## config.mk

```make
export PLATFORM = sky130hd
export DESIGN_NAME = multi2
export DESIGN_NICKNAME = d
export VERILOG_FILES = /design/src/rtl/multi2.sv
export SDC_FILE = /design/constraint.sdc
export NUM_CORES = 1
export LEC_CHECK = 0
export ABC_AREA = 1
export CAP_MARGIN = 20
export CORE_AREA = 2 2 39 41
export DETAILED_ROUTE_END_ITERATION = 7
export DIE_AREA = 0 0 41 43
export HOLD_SLACK_MARGIN = 0.02
export PLACE_DENSITY_LB_ADDON = 0.2
export SLEW_MARGIN = 15
export SYNTH_ARGS = -nofsm -noshare
export SYNTH_HDL_FRONTEND = slang
export SYNTH_HIERARCHICAL = 1
export SYNTH_SLANG_ARGS = --single-unit
```

## constraint.sdc

```tcl
create_clock -name clk -period 0.8 [get_ports clk]
set_input_delay 0.24 -clock clk [delete_from_list [all_inputs] [get_ports clk]]
set_output_delay 0.24 -clock clk [all_outputs]
set_load 0.05 [all_outputs]
```

## src/rtl/multi2.sv

```systemverilog
// rtl/multi2.sv - registered 2x2 unsigned multiplier built from an AND array and half adders

module half_adder (
  input  logic x,
  input  logic y,
  output logic sum,
  output logic carry
);
  assign sum   = x ^ y;
  assign carry = x & y;
endmodule

module multi2 (
  input  logic       clk,
  input  logic       rst,
  input  logic [1:0] a,
  input  logic [1:0] b,
  input  logic       in_valid,
  output logic [3:0] s,
  output logic       out_valid
);
  logic p00, p01, p10, p11;
  logic d1, c1, d2, c2;
  logic [3:0] prod;

  assign p00 = a[0] & b[0];
  assign p01 = a[1] & b[0];
  assign p10 = a[0] & b[1];
  assign p11 = a[1] & b[1];

  half_adder u_ha1 (.x(p01), .y(p10), .sum(d1), .carry(c1));
  half_adder u_ha2 (.x(p11), .y(c1),  .sum(d2), .carry(c2));

  assign prod = {c2, d2, d1, p00};

  // s holds its last product when in_valid is low; only the flag drops
  always_ff @(posedge clk or posedge rst) begin
    if (rst) begin
      s         <= 4'b0000;
      out_valid <= 1'b0;
    end else begin
      out_valid <= in_valid;
      if (in_valid) begin
        s <= prod;
      end
    end
  end
endmodule

```

==> run metrics <==
synthesis warning total=6; ys async rst share=100.0%; Post-Route M1 WL=183 um; DIE WIDTH=41 um; total track usage=7.265%; Slew @ Worst Pin=232.4 ps; core area=0.001384 mm^2; cell depth of the worst setup path=1; relative slew slack=84.51%; Top-Level Pins=12; Post-Syn Area=226.5 um^2; vias in the first global route=215; status=complete, but fails checks; register bit total from synthesis=5; final core occ=35.71%; Worst-path clk slew=50 ps; Worst EP required=560 ps; Die Ht=43 um; Vias/cell=3.746; Finish-stage setup viols=5; DRC=0; fin nets=53; R2R Path Start=s[3]; Slowest-stage cell, CP=dfrtp_2; I/O Buffers=11; crit path launch=s[1]; FILL cells=136; die area=0.001763 mm^2; Total Power=0.0008247 W; CTS root buf=clkbuf_4; max layer used=met4; Crit path largest cell delay=420 ps; crit path cell chain=buf_12; most common cell in the netlist=nand2_1; Max Slew Vio Count=0; Setup crit start kind=register; worst hold path type=primary input to asynchronous set/reset pin; Seq/Total Area, Yosys=55.25%; Tmin final=1053 ps; share of cells above drive strength 1=58.14%; reg2reg setup slack=30 ps; delay-heaviest family, CP=flip-flops; Area contributors post-synth=dfrtp_1 55%, nand2_1 23%, ha_1 11%; worst setup margin=-252.7 ps; Max Cap Viol=0; Post-Route WL=504 um; RSZ-0062 raised after global routing=true; First DRT Iteration DRCs=7; area grow syn2layout=118.2%; worst vdd ir=0.0004668 V; Yosys cell types=6; RD Place Congestion=0.6011; vias post-DR=221; Post-synth top flop=dfrtp_1; Avg WL per Cell=8.542 um; met3 wire length=41 um; Bufs and invs on worst path=1; largest net degree at the start of global routing=7; final period utilization=131.6%; synthesized area per cell=8.388 um^2; cell row count=14; final hold viol count=0; ANT nets after route=0; H-tree depth=1; Worst Path Arrival=810 ps; DR WL met2=263 um; failing checks=negative setup slack; achievable frequency=0.9499 GHz; clock sink count=5; final cell count without fillers=59; Post-synth EDFFs=0; CP max FO=2; clk buf depth=2; clock skew after layout=0 ps; top cell type's share of synthesized area=55.25%; Initial Util=16.37%; Post-Synthesis Cells=27; Overflow after GRT=0; Num CTS Buffers=3; DP HPWL=401.6 um; reg2reg end=s[3]; pwr dens=1669 mW/mm^2; Worst-Skew Late Latency=240 ps; CP Capture Point=s[1]; CP Class=register to output port; synth cell count leaders=14 x nand2_1, 5 x dfrtp_1, 4 x inv_1; ANT cells=0; R2R depth=3; first-pass GRT wire length=786 um; leakage=0.2526 nW; endpoint class of the critical path=output port; TritonRoute pass-1 iters=4; DP Cell Count=54; Yosys top cell by area=dfrtp_1; CTS tree=yes; cts hold-fix bufs=0; Syn Nets=36; initial antenna violation count=0
layout by cell type, fill, tap and decap left out:
cell type,count
buf_12,5
buf_4,1
buf_6,4
clkbuf_1,1
clkbuf_4,3
clkdlybuf4s50_1,1
dfrtp_1,1
dfrtp_2,4
dlygate4sd2_1,1
ha_4,2
inv_1,2
inv_2,2
inv_4,1
nand2_1,11
nand2_2,1
nand2_4,2
nand3_1,1
cells by family after synthesis:
| group | count (synthesis) | synth area share [%] |
|---|---|---|
| adder cells (fa/ha/maj) | 2 | 11.05 |
| AND/OR/NAND/NOR | 15 | 25.41 |
| buffers and inverters | 5 | 8.284 |
| flip-flops | 5 | 55.25 |
flip-flops by register name (all words and copies together), names as in the netlist:
signal     count
out_valid      1
s              4
power by group:
part	total [W]	internal [W]	leakage, nW	switching [W]
clock network	0.000294	0.000189	0.0150	0.000106
registers	0.000294	0.000275	0.0588	0.0000195
logic	0.000236	0.000119	0.179	0.000117
layout make-up:
type | instances | area (um^2) | share of cell area [%]
Sequential cell | 5 | 130.1 | 26.33
Clock buffer | 4 | 26.28 | 5.316
Tap cell | 16 | 20.02 | 4.051
Timing Repair Buffer | 12 | 171.4 | 34.68
Inverter | 5 | 21.27 | 4.304
Multi-Input combinational cell | 17 | 125.1 | 25.32
metal layers:
metal,GRT usage (%),vias to the layer above
met5,0,-
li1,-,113
met2,10.31,10
met3,3.665,2
met1,6.536,96
met4,8.000,0
what timing repair did:
item	CTS	global route
gates cloned	0	0
resized for setup	17	9
pin swaps	0	5
endpoints found under the setup margin	9	6
buffers inserted	0	1
through the flow:
step / hold WS, ps / TNS [ps] / setup slack (ps) / cell area [um^2]
4_1_cts: 195.6 / -1254 / -254.1 / 456.7
3_3_place_gp: 450.4 / -2145 / -620.3 / 451.7
6_report: 187.2 / -1236 / -252.7 / 494.2
5_1_grt: 204.1 / -1344 / -272.5 / 494.2
2_1_floorplan: 18.25 / -108.5 / -67.67 / 271.5
3_5_place_dp: 451.5 / -2155 / -621.2 / 451.7
worst min path at each step:
stage                     slack [ps]  cells after the start  start        end
after detailed placement         450                      2    rst       s[2]
after CTS                        200                      2    rst       s[2]
final                            190                      2    rst       s[2]
after floorplan                   20                      1    rst       s[2]
after global routing             200                      2    rst  out_valid
after global placement           450                      2    rst       s[2]
No activity file was read; power rests on OpenSTA's default activity.
